===== src/rtl/stack_pkg.sv =====
// Shared constants for the stack sequencer, its datapath and benches:
// stack commands, write-mux selects, opcodes, FSM states and error codes.
package stack_pkg;

  localparam logic [2:0] STK_NOP  = 3'd0;
  localparam logic [2:0] STK_PUSH = 3'd1;
  localparam logic [2:0] STK_POP  = 3'd2;
  localparam logic [2:0] STK_ALU  = 3'd3;

  localparam logic [2:0] MUX_ALU = 3'd0;
  localparam logic [2:0] MUX_IMM = 3'd1;

  localparam logic [3:0] OP_NOP   = 4'h0;
  localparam logic [3:0] OP_PUSHI = 4'h1;
  localparam logic [3:0] OP_PUSHW = 4'h2;
  localparam logic [3:0] OP_POP   = 4'h3;
  localparam logic [3:0] OP_ALU   = 4'h4;
  localparam logic [3:0] OP_JMP   = 4'h5;
  localparam logic [3:0] OP_HALT  = 4'hF;

  localparam logic [1:0] ERR_NONE      = 2'd0;
  localparam logic [1:0] ERR_UNDERFLOW = 2'd1;
  localparam logic [1:0] ERR_OVERFLOW  = 2'd2;
  localparam logic [1:0] ERR_ALU       = 2'd3;

  typedef enum logic [2:0] {
    S_IDLE, S_FETCH, S_FETCH2, S_EXEC, S_HALT, S_ERROR
  } state_t;

endpackage


===== src/rtl/stack_seq_decode.sv =====
// Combinational decode of the latched instruction: stack/ALU command,
// write-mux select, literal, next pc and next depth, plus fault detection.
// A faulting instruction yields STK_NOP and leaves pc/depth unchanged.
module stack_seq_decode
  import stack_pkg::*;
#(
  parameter int ADDR_W  = 8,
  parameter int DEPTH   = 16,
  parameter int DEPTH_W = 5
) (
  input  logic [15:0]        ir,
  input  logic [15:0]        lit,
  input  logic [ADDR_W-1:0]  pc,
  input  logic [DEPTH_W-1:0] depth,
  output logic [2:0]         stk_op,
  output logic [3:0]         alu_op,
  output logic [2:0]         mux_sel,
  output logic [15:0]        imm,
  output logic [ADDR_W-1:0]  pc_next,
  output logic [DEPTH_W-1:0] depth_next,
  output logic               is_halt,
  output logic               fault,
  output logic [1:0]         fault_code
);

  logic full, has_one, has_two;

  assign full    = (depth == DEPTH_W'(DEPTH));
  assign has_one = (depth != '0);
  assign has_two = (depth >= DEPTH_W'(2));

  // opcode decode with fault checks ahead of issue
  always_comb begin
    stk_op     = STK_NOP;
    alu_op     = '0;
    mux_sel    = MUX_ALU;
    imm        = '0;
    pc_next    = pc + ADDR_W'(1);
    depth_next = depth;
    is_halt    = 1'b0;
    fault      = 1'b0;
    fault_code = ERR_NONE;
    case (ir[15:12])
      OP_PUSHI, OP_PUSHW: begin
        if (full) begin
          fault      = 1'b1;
          fault_code = ERR_OVERFLOW;
          pc_next    = pc;
        end else begin
          stk_op     = STK_PUSH;
          mux_sel    = MUX_IMM;
          imm        = (ir[15:12] == OP_PUSHW) ? lit : {4'h0, ir[11:0]};
          depth_next = depth + DEPTH_W'(1);
          if (ir[15:12] == OP_PUSHW) pc_next = pc + ADDR_W'(2);
        end
      end
      OP_POP: begin
        if (!has_one) begin
          fault      = 1'b1;
          fault_code = ERR_UNDERFLOW;
          pc_next    = pc;
        end else begin
          stk_op     = STK_POP;
          depth_next = depth - DEPTH_W'(1);
        end
      end
      OP_ALU: begin
        if (!has_two) begin
          fault      = 1'b1;
          fault_code = ERR_UNDERFLOW;
          pc_next    = pc;
        end else begin
          stk_op     = STK_ALU;
          alu_op     = ir[3:0];
          depth_next = depth - DEPTH_W'(1);
        end
      end
      OP_JMP:  pc_next = ir[ADDR_W-1:0];
      OP_HALT: is_halt = 1'b1;
      default: ;
    endcase
  end

endmodule


===== src/rtl/stack_sequencer.sv =====
// Instruction-level controller for the register-stack/ALU datapath.
// Fetches one or two words per instruction, then issues one command in EXEC.
// Build option: OVERFLOW_TRAP_EN makes an ALU op with overflow_in high
// write its result and then stop in ERROR with err_code 3.
//
// state    | meaning
// S_IDLE   | waiting for start, pc held at 0
// S_FETCH  | request instruction word at pc
// S_FETCH2 | request PUSHW literal at pc+1
// S_EXEC   | one cycle: issue command, update pc/depth
// S_HALT   | HALT executed, sticky until reset
// S_ERROR  | fault trapped, err_code valid, sticky until reset
module stack_sequencer
  import stack_pkg::*;
#(
  parameter int ADDR_W  = 8,
  parameter int DEPTH   = 16,
  parameter int DEPTH_W = 5
) (
  input  logic               CLK,
  input  logic               reset,
  input  logic               start,
  output logic               imem_req,
  output logic [ADDR_W-1:0]  imem_addr,
  input  logic               imem_valid,
  input  logic [15:0]        imem_rdata,
  input  logic               overflow_in,
  output logic [2:0]         stackOP,
  output logic [3:0]         aluOP,
  output logic [15:0]        immediate,
  output logic [2:0]         mux_selector,
  output logic [DEPTH_W-1:0] depth,
  output logic               busy,
  output logic               halted,
  output logic               error,
  output logic [1:0]         err_code
);

  state_t state, state_nxt;
  logic [ADDR_W-1:0]  pc;
  logic [DEPTH_W-1:0] depth_q;
  logic [15:0]        ir, lit;
  logic [1:0]         err_q;

  logic [2:0]         dec_stk, dec_mux;
  logic [3:0]         dec_alu;
  logic [15:0]        dec_imm;
  logic [ADDR_W-1:0]  dec_pc_next;
  logic [DEPTH_W-1:0] dec_depth_next;
  logic               dec_halt, dec_fault, trap_alu;
  logic [1:0]         dec_fault_code;

  stack_seq_decode #(.ADDR_W(ADDR_W), .DEPTH(DEPTH), .DEPTH_W(DEPTH_W)) u_decode (
    .ir(ir), .lit(lit), .pc(pc), .depth(depth_q),
    .stk_op(dec_stk), .alu_op(dec_alu), .mux_sel(dec_mux), .imm(dec_imm),
    .pc_next(dec_pc_next), .depth_next(dec_depth_next),
    .is_halt(dec_halt), .fault(dec_fault), .fault_code(dec_fault_code)
  );

`ifdef OVERFLOW_TRAP_EN
  assign trap_alu = (ir[15:12] == OP_ALU) && !dec_fault && overflow_in;
`else
  logic unused_overflow;
  assign unused_overflow = overflow_in;
  assign trap_alu        = 1'b0;
`endif

  assign depth    = depth_q;
  assign err_code = err_q;

  // state register
  always_ff @(posedge CLK) begin
    if (!reset) state <= S_IDLE;
    else        state <= state_nxt;
  end

  // next-state and per-state outputs; commands only leave the block in EXEC
  always_comb begin
    state_nxt    = state;
    imem_req     = 1'b0;
    imem_addr    = '0;
    stackOP      = STK_NOP;
    aluOP        = '0;
    immediate    = '0;
    mux_selector = MUX_ALU;
    busy         = 1'b0;
    halted       = 1'b0;
    error        = 1'b0;
    case (state)
      S_IDLE: if (start) state_nxt = S_FETCH;
      S_FETCH: begin
        busy      = 1'b1;
        imem_req  = 1'b1;
        imem_addr = pc;
        if (imem_valid)
          state_nxt = (imem_rdata[15:12] == OP_PUSHW) ? S_FETCH2 : S_EXEC;
      end
      S_FETCH2: begin
        busy      = 1'b1;
        imem_req  = 1'b1;
        imem_addr = pc + ADDR_W'(1);
        if (imem_valid) state_nxt = S_EXEC;
      end
      S_EXEC: begin
        busy         = 1'b1;
        stackOP      = dec_stk;
        aluOP        = dec_alu;
        immediate    = dec_imm;
        mux_selector = dec_mux;
        if (dec_fault)     state_nxt = S_ERROR;
        else if (dec_halt) state_nxt = S_HALT;
        else if (trap_alu) state_nxt = S_ERROR;
        else               state_nxt = S_FETCH;
      end
      S_HALT:  halted = 1'b1;
      S_ERROR: error  = 1'b1;
      default: state_nxt = S_IDLE;
    endcase
  end

  // pc, depth, fetched words and error code
  always_ff @(posedge CLK) begin
    if (!reset) begin
      pc      <= '0;
      depth_q <= '0;
      ir      <= '0;
      lit     <= '0;
      err_q   <= ERR_NONE;
    end else begin
      case (state)
        S_IDLE:   if (start) pc <= '0;
        S_FETCH:  if (imem_valid) ir <= imem_rdata;
        S_FETCH2: if (imem_valid) lit <= imem_rdata;
        S_EXEC: begin
          if (dec_fault) begin
            err_q <= dec_fault_code;
          end else begin
            pc      <= dec_pc_next;
            depth_q <= dec_depth_next;
            if (trap_alu) err_q <= ERR_ALU;
          end
        end
        default: ;
      endcase
    end
  end

endmodule


===== config.mk =====
export PLATFORM = sky130hd
export DESIGN_NAME = stack_sequencer
export DESIGN_NICKNAME = d
export VERILOG_FILES = /design/src/rtl/stack_pkg.sv /design/src/rtl/stack_seq_decode.sv /design/src/rtl/stack_sequencer.sv
export SDC_FILE = /design/constraint.sdc
export NUM_CORES = 1
export LEC_CHECK = 0
export CORE_MARGIN = 4
export CORE_UTILIZATION = 51
export DETAILED_ROUTE_END_ITERATION = 6
export MAX_ROUTING_LAYER = met4
export PLACE_DENSITY = 0.89
export SETUP_SLACK_MARGIN = 0.02
export SLEW_MARGIN = 20
export SYNTH_ARGS = -nofsm -noshare
export SYNTH_HDL_FRONTEND = slang
export SYNTH_SLANG_ARGS = --single-unit

===== constraint.sdc =====
create_clock -name CLK -period 2.7 [get_ports CLK]
set_clock_uncertainty 0.05 [all_clocks]
set_input_delay 0.405 -clock CLK [delete_from_list [all_inputs] [get_ports CLK]]
set_output_delay 0.405 -clock CLK [all_outputs]
set_load 0.02 [all_outputs]

* Word-level counts from Yosys, hierarchy flattened
Cells that the tools add are included. W data, S select, Z words.
Storage, ports and cells: output and inout bits 45, flip-flop bits (word level) 50
Operators by class: equal/unequal tests 23, reduce and logical (&&, ||, !) cells 14, mux-type cells 47, $add $sub $neg 4, bitwise logic cells 2, $lt $le $gt $ge 1
Operators with widths (number):
- $mux W16 | 4
- $mux W8 | 6
- $pmux W8 S2 | 2
- $pmux W8 S4 | 1
- $mux W3 | 8
- $mux W5 | 3
- $pmux W3 S5 | 1
- $pmux W5 S3 | 1
- $eq A4 B2 Y1 const B | 3
- $mux W1 | 12
- $mux W4 | 3
- $reduce_and A6 Y1 | 2
- $ne A2 B2 Y1 const B | 5
- $pmux W3 S3 | 1
- $add A8 B1 Y8 const B | 1
- $add A8 B2 Y8 const B | 1
- $eq A4 B3 Y1 const B | 2
- $eq A3 B2 Y1 const B | 2
- $eq A3 B3 Y1 const B | 2
- $mux W2 | 3
- $ne A3 B2 Y1 const B | 2
- $pmux W2 S3 | 1
- $reduce_and A2 Y1 | 3
- $reduce_or A2 Y1 | 3
- other kinds (17) | 19

* Depth between registers and ports, before layout
Gate-level depths: netlist of run 1.
depth in word-level cells 6, mapped depth 10

* Hierarchy
From an unflattened synthesis of run 1, not the netlist that was laid out.
Unflattened totals: cells, all modules 488, area, all modules 3560.9 µm²
Modules (own cells, without submodules):
- stack_sequencer | area each 2399.8 µm², sequential area each 1001.0 µm², cells an instance 308, instances 1
- stack_seq_decode | area each 1161.1 µm², sequential area each 0.0 µm², cells an instance 180, instances 1

* Worst setup path before layout of run 1
Ideal clock, no wire load.
path type register to output, start point register ir[12], end point output immediate[10], slack 0.472 ns, cell stages (with the launch flop) 7, data arrival time 1.773 ns, cell sequence dfxtp_1 -> buf_2 -> nor4b_2 -> buf_4 -> clkbuf_1 -> nand2_1 -> a21oi_1
Between the ends: word-level cells in the longest chain between the ends 5, elaborated cells on any way between the ends 7, classes of those cells eq/ne (2); mux (4); reduce/logical (1)
RTL lines:
- start, declared | RTL line stack_sequencer.sv:42 | logic [15:0] ir, lit;
- start signal, assigned | RTL line stack_sequencer.sv:132 | S_FETCH: if (imem_valid) ir <= imem_rdata;
- $eq A4 B2 Y1 | RTL line stack_seq_decode.sv:43, stack_seq_decode.sv:52
- $mux W16 | RTL line stack_seq_decode.sv:52 | imm = (ir[15:12] == OP_PUSHW) ? lit : {4'h0, ir[11:0]};
- $mux W16 | RTL line stack_seq_decode.sv:45 | if (full) begin
- $mux W16 * | RTL line stack_seq_decode.sv:43 | case (ir[15:12])
- $mux W16 * | RTL line stack_sequencer.sv:89 | case (state)
- end, declared | RTL line stack_sequencer.sv:30 | output logic [15:0] immediate,
Mark *: on every way between the ends. The rest lies on a longest branch, timed or not.

* Final worst setup path of run 1
start point register depth_q[1], in the netlist depth[1], end point output aluOP[2]
Between the ends: word-level cells in the longest chain between the ends 4
RTL lines:
- start, declared | RTL line stack_sequencer.sv:41 | logic [DEPTH_W-1:0] depth_q;
- start signal, assigned | RTL line stack_sequencer.sv:139 | depth_q <= dec_depth_next;
- $ge A5 B2 Y1 | RTL line stack_seq_decode.sv:30 | assign has_two = (depth >= DEPTH_W'(2));
- $mux W4 | RTL line stack_seq_decode.sv:68 | if (!has_two) begin
- $mux W4 | RTL line stack_seq_decode.sv:43
- $mux W4 | RTL line stack_sequencer.sv:89
- end, declared | RTL line stack_sequencer.sv:29 | output logic [3:0] aluOP,
Every way passes these cells.

==> reports/metrics.yaml, run 1 <==
fmax_mhz: 385
cp-start-kind: "register"
post-cts-setup-buffers: 0
synth.distinct_cells: 56
synth_cells: 408
cts_root_buf: "clkbuf_8"
netlist.top_cell.by_area: "dfxtp_1"
postRouteAntennaNets: 0
io_pins: 66
dieArea_mm2: 0.00719
clock_path_buffers: 2
initial_core_util_pct: 53.7
fp.dieW_um: 84.8
cp_max_fo: 6
crit_type: "register to output port"
grt_max_degree: 35
fin_crit_ps: 2600
num_rows: 27
status: "finished, final reports clean"
finalSetupViolations: 0
grt_pass1_wl_mm: 13.8
portBuffers: 61
drive_above_1_share_pct: 11.9
cts_tree: "yes"
drt_iter0_drc: 217
slowest_delay_ps: 580
tightestPinTransition_ps: 609
clkLatencyLatePin_ps: 310
timing.hold.ws_ps: 411
grt-ovfl-total: 0
path_delay_family: "simple AND/OR/NAND/NOR gates"
drv_cap: 0
cp.buffers_inverters: 1
grt_use_total_pct: 24.0
dr.max_layer_used: "met4"
multiInputGateArea_mm2: 0.00183
crit_required_ps: 2250
hold_class: "register to register"
fin_nets: 498
drt_first_pass_iters: 5
tns_ps: 0
met2WireLength_mm: 4.25
h-tree-depth: 2
synthesis.area_mm2: 0.00301
end_kind: "output port"
fillers: 469
die_h_um: 84.8
area_growth_syn_to_layout_pct: 27.2
cts_buffers: 5
finalWirelength_mm: 8.39
grt_pass1_vias: 2928
synth.most_common_cell: "nand2_1"
min_period_over_period_pct: 96.2
worstPathCellList: "or4_4 > nor2b_1 > and4b_1 > and2_1 > dlygate4sd2_1"
coreArea_mm2: 0.00561
antenna_found_initial: 0
dp_hpwl_mm: 6.02
synth_top_area_share_pct: 33.3
wl_met3_um: 562
hold_viol: 0
vias: 3135
antenna_cells: 0
power.leakage_uw: 0.00153
slew_viol_final: 0
seq_area_frac_synth_pct: 33.3
wl_per_cell_um: 15.4
regArea_mm2: 0.00100
synth.area.top_cells: "dfxtp_1 33%, nand2_1 14%, a21oi_1 9.3%"
synth-edff-count: 0
yosys_warnings: 0
path_clk_slew_ps: 100
synth-main-ff-cell: "dfxtp_1"
cpMaxStageDelayCell: "or4_4"
post_drt_via_cell_ratio: 5.76
synthArstFlopShare_pct: 0
ys_top_cells_by_count: "109 x nand2_1, 56 x a21oi_1, 50 x dfxtp_1"
routabilityCongestion: 0.970
powerDensity_mw_per_mm2: 393
worstPathArrival_ps: 2140
rsz0062_at_grt: "no"
clock-sinks: 50
ir_drop_mv: 0.292
synth_area_per_cell_um2: 7.38
drc: 0
max-slew-margin-rel_pct: 59.3
ys_ff_latch: 50
met1_length_mm: 3.41
## metal layers
metal | up-vias | global-route usage (%)
met5 | - | -
met1 | 1475 | 29.0
met3 | 20 | 4.56
li1 | 1508 | -
met4 | 0 | 7.34
met2 | 132 | 40.5
## flip-flops by register name, summed over array words and instances (netlist names)
register,flops
depth,5
err_code,2
ir,16
lit,16
pc,8
state,3
## worst paths after layout
| kind | start | end | slack, ps | depth (start not counted) |
|---|---|---|---|---|
| setup / recovery | depth[1] | aluOP[2] | 100 | 5 |
| hold / removal | lit[10] | lit[10] | 410 | 2 |
| setup reg to reg | ir[14] | pc[7] | 360 | 6 |
| hold reg to reg | lit[10] | lit[10] | 410 | 2 |
## what timing repair did
| action | in CTS | in global routing |
|---|---|---|
| endpoints found under the setup margin | 25 | 11 |
| hold buffers | 0 | 0 |
| gates resized for setup | 28 | 14 |
## worst register-to-register path, cell delays in order (launching register included)
cell and delay [ps]:
dfxtp_1 410, buf_4 190, or3b_1 390, a211oi_4 340, or3_1 490, a221oi_1 160, a41o_1 230
## per-stage QoR
| step | std cells | total power (uW) | util (%) | instance area (um2) | setup slack [ps] |
|---|---|---|---|---|---|
| floorplan | 410 | 942 | - | 3020 | 472 |
| global placement | 536 | 1030 | 66.7 | 3740 | 162 |
| detailed placement | 536 | 1040 | 66.7 | 3740 | 125 |
| CTS | 544 | 1500 | 68.2 | 3820 | 21.9 |
| global route | 544 | 1570 | 68.3 | 3830 | 20.0 |
| finish | 544 | 1500 | 68.3 | 3830 | 104 |
## layout make-up
cell class                      instances  area share, %
Clock inverter                          2          0.425
Clock buffer                            6           2.16
Timing Repair Buffer                   88           20.4
Inverter                                7          0.686
Sequential cell                        50           26.3
Tap cell                               72           2.35
Multi-Input combinational cell        319           47.7
## report_power, final
group          internal, uW  leakage (uW)  switching, uW
Clock                   211     0.0000478            267
Sequential              758      0.000407           19.4
Combinational           105       0.00108            141
Total                  1070       0.00153            428
## kinds of logic (layout without fill, tap and decap cells)
family | Yosys count | in the layout | share of synthesized area (%)
xor+xnor | 14 | 14 | 4.07
compound gates | 96 | 96 | 20.7
flops | 50 | 50 | 33.3
simple gates | 195 | 195 | 30.1
fa+ha+maj | 6 | 6 | 2.74
mux | 5 | 5 | 2.08
buf+inv | 41 | 103 | 6.86
other cells | 1 | 3 | 0.125
## cell usage in the layout, fill, tap and decap left out, drive strengths merged, types with 3 or more instances in the layout
cell type / synthesis / final
a21oi: 57 / 57
a221oi: 4 / 4
a22oi: 11 / 11
and2: 10 / 10
and3: 6 / 6
buf: 12 / 27
clkbuf: 22 / 10
clkdlybuf4s50: 0 / 34
conb: 1 / 3
dfxtp: 50 / 50
dlygate4sd2: 0 / 18
dlymetal6s2s: 0 / 4
ha: 5 / 5
inv: 6 / 7
mux2i: 4 / 4
nand2: 109 / 109
nand2b: 3 / 3
nand3: 6 / 6
nand4: 3 / 3
nor2: 30 / 30
nor2b: 6 / 6
nor3: 7 / 7
o21a: 4 / 4
o21ai: 5 / 5
o31ai: 3 / 3
xnor2: 10 / 10
xor2: 4 / 4
No activity file was read; power rests on OpenSTA's default activity.
==> inputs of run 2 (changes only) <==
- CORE_MARGIN: 4 -> 2
- HOLD_SLACK_MARGIN: not set -> 0.03
==> reports/metrics.yaml, run 2 (synthesis gave the netlist of run 1 again) <==
antenna_found_initial: 0  # unchanged
portBuffers: 61  # unchanged
dp_hpwl_mm: 6.03  # +0.14%
tns_ps: 0  # unchanged
initial_core_util_pct: 53.7  # unchanged
startpoint: "depth[3]"
rsz0062_at_grt: "no"
cts_buffers: 5  # unchanged
min_from: "lit[15]"
antenna_cells: 0  # unchanged
ir_drop_mv: 0.310  # +6.2%
cp.buffers_inverters: 2  # +1
path_delay_family: "simple AND/OR/NAND/NOR gates"
post-cts-setup-buffers: 0  # unchanged
slew_viol_final: 0  # unchanged
grt_max_degree: 41  # +17%
final_common_cell: "nand2_1"
crit_required_ps: 2250  # about the same
end_kind: "output port"
hold_buffers: 0  # unchanged
coreArea_mm2: 0.00561  # unchanged
finalCoreUtilization_pct: 68.6  # +0.33 points
switchingPower_uw: 432  # +0.86%
hold_class: "register to register"
clock_path_buffers: 2  # unchanged
routabilityCongestion: 0.957  # -1.4%
die_h_um: 80.8  # -4.7%
path_clk_slew_ps: 90  # about the same
p_clk_share_pct: 31.9  # about the same
hold_viol: 0  # unchanged
worstPathArrival_ps: 2190  # +50 ps
max-slew-margin-rel_pct: 61.0  # +1.8 points
fp.dieW_um: 80.8  # -4.7%
fillers: 475  # +1.3%
worstPathCellList: "buf_4 > or4_4 > nor2b_1 > and4b_1 > and2_1 > dlygate4sd2_1"
clkLatencyLatePin_ps: 320  # about the same
crit_type: "register to output port"
powerDensity_mw_per_mm2: 392  # -0.24%
drive_above_1_share_pct: 11.1  # -0.80 points
clock-sinks: 50  # unchanged
grt_use_total_pct: 27.3  # +3.3 points
drc: 0  # unchanged
pwr-share-comb_pct: 16.5  # about the same
fin_nets: 496  # -0.40%
num_rows: 27  # unchanged
dieArea_mm2: 0.00653  # -9.2%
grt_pass1_vias: 2995  # +2.3%
r2r-start: "depth[3]"
p_sw_share_pct: 28.6  # +0.18 points
slowest_delay_ps: 520  # -60 ps
cts_tree: "yes"
post_drt_via_cell_ratio: 5.85  # +1.4%
grt_pass1_wl_mm: 13.6  # -1.1%
pwr-share-seq_pct: 51.6  # -0.2 points
final_cell_mix: "109 x nand2_1, 56 x a21oi_1, 47 x dfxtp_1, 34 x clkdlybuf4s50_1, 30 x nor2_1"
io_pins: 66  # unchanged
cp_max_fo: 4  # -2
postRouteAntennaNets: 0  # unchanged
min_period_over_period_pct: 97.8  # +1.6 points
area_growth_syn_to_layout_pct: 27.8
power.leakage_uw: 0.00152  # -0.72%
h-tree-depth: 2  # unchanged
finalSetupViolations: 0  # unchanged
finalWirelength_mm: 8.54  # +1.7%
tightestPinTransition_ps: 583  # -26.6 ps
cp-start-kind: "register"
power.internal_uw: 1070  # about the same
status: "finished, final reports clean"
cpMaxStageDelayCell: "or4_4"
fmax_mhz: 379  # -1.7%
wl_per_cell_um: 15.7  # +2.1%
drt_first_pass_iters: 6  # +1
drv_cap: 0  # unchanged
fin_crit_ps: 2640  # +43.8 ps
drt_iter0_drc: 228  # +5.1%
cts_root_buf: "clkbuf_8"
vias: 3168  # +1.1%
grt-ovfl-total: 0  # unchanged
top_regs: "ir: 16 flops, lit: 16 flops, pc: 8 flops"
-- run 2: layer usage --
layer / vias up / GRT usage [%] / wire [um]
li1: 1507 / - / -
met1: 1494 / 32.5 / 3460
met2: 136 / 44.8 / 4290
met3: 31 / 4.44 / 511
met4: 0 / 13.6 / 270
met5: - / - / 0
-- run 2: cell type report --
type	instances	area (um2)	share of cell area [%]
clock buffer	6	82.6	2.15
clock inverter	2	16.3	0.423
inverter	7	26.3	0.683
multi-input combinational	319	1840	47.8
sequential	50	1000	26.1
tap	72	90.1	2.34
timing repair buffer	86	787	20.5
-- run 2: worst reg2reg max path: cells and delay by family (launching register included) --
| family | cells | cell delay [ps] |
|---|---|---|
| AOI/OAI and AO/OA | 3 | 790 |
| and+or+nand+nor | 2 | 1050 |
| DFF | 1 | 340 |
| buffers and inverters | 1 | 150 |
-- run 2: power groups by stage --
stage	combinational [uW]	sequential, uW	clock [uW]
after CTS	246	777	486
after detailed placement	244	794	0
after floorplan	156	786	0
final	249	777	480
after global routing	269	780	512
after global placement	236	793	0
-- run 2: repair_timing --
item                                    CTS  global route
resized for setup                        30             7
endpoints found under the hold margin     0             0
endpoints found under the setup margin   26             4
-- run 2: final timing paths --
path | cells after the start | slack, ps | end
worst max-delay path | 6 | 60 | aluOP[3]
worst min-delay path | 2 | 410 | lit[15]
worst max register to register | 6 | 240 | pc[5]
worst min register to register | 2 | 410 | lit[15]
-- run 2: stage by stage --
stage          total power [uW]  instance area, um2  hold WS [ps]  instances  worst slack [ps]
2_1_floorplan               942                3020           382        410               472
3_3_place_gp               1030                3740           392        534              99.7
3_5_place_dp               1040                3740           397        534               104
4_1_cts                    1510                3830           412        542              36.9
5_1_grt                    1560                3850           428        542              11.9
6_report                   1510                3850           414        542              59.9
==> inputs of run 3 (changes only) <==
- CORE_UTILIZATION: 51 -> 53
- PLACE_DENSITY: 0.89 -> 0.9
- SKIP_LAST_GASP: not set -> 1
- SYNTH_HIERARCHICAL: not set -> 1
==> reports/metrics.yaml, run 3 <==
wl_per_cell_um: 16.1  # +2.2%
clock_path_buffers: 2  # unchanged
ys_top_cells_by_count: "100 x nand2_1, 50 x dfxtp_1, 48 x a21oi_1"
slowest_delay_ps: 330  # -190 ps
grt_use_total_pct: 28.2  # +0.93 points
vias: 3841  # +21%
crit_type: "register to output port"
cp_max_fo: 8  # +4
io_pins: 66  # unchanged
worstPathCellList: "inv_1 > ha_2 > nand4bb_1 > buf_6 > nand3_2 > inv_2 > or2_2 > and2_1 > clkdlybuf4s15_1"
grt-ovfl-total: 0  # unchanged
synth_top_area_share_pct: 28.1  # -5.2 points
worstPathArrival_ps: 2140  # -50 ps
fin_nets: 588  # +19%
portBuffers: 61  # unchanged
end_kind: "output port"
hold_buffers: 0  # unchanged
area_growth_syn_to_layout_pct: 25.4
hold_class: "register to register"
fillers: 559  # +18%
synth.distinct_cells: 74  # +32%
dp_hpwl_mm: 7.44  # +23%
synthesis.area_mm2: 0.00356  # +18%
synth-edff-count: 0  # unchanged
synth.most_common_cell: "nand2_1"
rsz0062_at_grt: "yes"
slew_viol_final: 0  # unchanged
num_rows: 29  # +7.4%
cts_tree: "yes"
drt_iter0_drc: 522  # +130%
final_cell_mix: "100 x nand2_1, 50 x dfxtp_1, 48 x a21oi_1, 40 x buf_4, 35 x clkdlybuf4s50_1"
antenna_found_initial: 0  # unchanged
fin_crit_ps: 2600  # -41.3 ps
cts_root_buf: "clkbuf_8"
hold_viol: 0  # unchanged
seq_area_frac_synth_pct: 28.1  # -5.2 points
antenna_cells: 0  # unchanged
min_period_over_period_pct: 96.2  # -1.5 points
fp.dieW_um: 86.0  # +6.4%
netlist.top_cell.by_area: "dfxtp_1"
powerDensity_mw_per_mm2: 350  # -11%
dp_slack_ps: -7.66  # -112 ps
coreArea_mm2: 0.00642  # +15%
dp_cells: 624  # +17%
power.leakage_uw: 0.00182  # +20%
reg2reg_slack_ps: 130  # -110 ps
dieArea_mm2: 0.00739  # +13%
die_h_um: 86.0  # +6.4%
post_drt_via_cell_ratio: 6.03  # +3.2%
finalWirelength_mm: 10.2  # +20%
status: "finished, final reports clean"
final_common_cell: "nand2_1"
cts_buffers: 5  # unchanged
drc: 0  # unchanged
clock-sinks: 50  # unchanged
ys_ff_latch: 50  # unchanged
cpMaxStageDelayCell: "dfxtp_1"
max-slew-margin-rel_pct: 47.3  # -14 points
routabilityCongestion: 0.990  # +3.4%
clkLatencyLatePin_ps: 320  # about the same
drv_cap: 0  # unchanged
finalCoreUtilization_pct: 69.6  # +0.96 points
grt_max_degree: 38  # -7.3%
synth.area.top_cells: "dfxtp_1 28%, nand2_1 11%, a21oi_1 6.7%"
grt_pass1_wl_mm: 16.5  # +21%
synth-main-ff-cell: "dfxtp_1"
ir_drop_mv: 0.330  # +6.6%
finalSetupViolations: 0  # unchanged
grt_pass1_vias: 3494  # +17%
synth_area_per_cell_um2: 7.30  # -1.1%
synth_cells: 488  # +20%
fmax_mhz: 385  # +1.6%
crit_required_ps: 2250  # about the same
setup_ws_ps: 101  # +41.3 ps
tightestPinTransition_ps: 780  # +197 ps
p_total_uw: 1560  # +3.7%
path_clk_slew_ps: 100  # about the same
top_regs: "ir: 16 flops, lit: 16 flops, pc: 8 flops"
fin_cells: 637  # +18%
cp-start-kind: "register"
drive_above_1_share_pct: 15.5  # +4.5 points
timing.hold.ws_ps: 413  # -1.22 ps
postRouteAntennaNets: 0  # unchanged
h-tree-depth: 2  # unchanged
initial_core_util_pct: 55.4  # +1.8 points
drt_first_pass_iters: 6  # unchanged
yosys_warnings: 6  # +6
synthArstFlopShare_pct: 0  # unchanged
==> run 3: worst paths after layout <==
kind / start / endpoint / depth (start not counted)
max reg2reg: depth[0] / pc[1] / 12
max: depth[0] / stackOP[0] / 9
min reg2reg: lit[13] / lit[13] / 2
min: lit[13] / lit[13] / 2
==> run 3: cell type report <==
class	count	area [um2]	share of cell area, %
Tap cell	77	96.3	2.16
Sequential cell	50	1000	22.4
Multi-Input combinational cell	386	2340	52.5
Clock inverter	3	28.8	0.644
Clock buffer	5	68.8	1.54
Timing Repair Buffer	104	882	19.7
Inverter	12	45.0	1.01
==> run 3: timing repair <==
item,CTS,global route
endpoints found under the setup margin,24,26
setup buffers,0,5
resized for setup,28,35
pin swaps,0,1
==> run 3: kinds of logic after synthesis <==
| group | count (synthesis) | synth area share [%] |
|---|---|---|
| adders and majority gates | 8 | 2.81 |
| AOI/OAI and AO/OA | 111 | 20.9 |
| buffers and inverters | 54 | 7.03 |
| other | 1 | 0.105 |
| muxes | 14 | 3.97 |
| xor gates and xnor gates | 7 | 1.72 |
| DFF | 50 | 28.1 |
| and+or+nand+nor | 243 | 35.4 |
==> run 3: where the power goes <==
part	switching [uW]	total, uW	leakage, uW	internal [uW]
registers	15.8	773	0.000405	757
logic	179	316	0.00137	137
clock network	281	474	0.0000502	192
==> run 3: critical path: cells and delay by family (launching register included) <==
kind	cells	cell delay, ps
fa+ha+maj	1	200
buf+inv	4	610
simple gates	4	690
flops	1	330
==> run 3: stage by stage <==
stage | cell area, um2 | setup TNS [ps]
after floorplan | 3570 | 0
after global placement | 4360 | 0
after detailed placement | 4360 | -7.66
after CTS | 4450 | 0
after global routing | 4470 | -51.1
final | 4470 | 0
==> run 3: layer usage <==
layer	GRT usage [%]	part of all wire (%)
met2	47.9	51
met4	7.22	1.6
met3	3.46	5.9
met5	-	0
met1	35.5	42
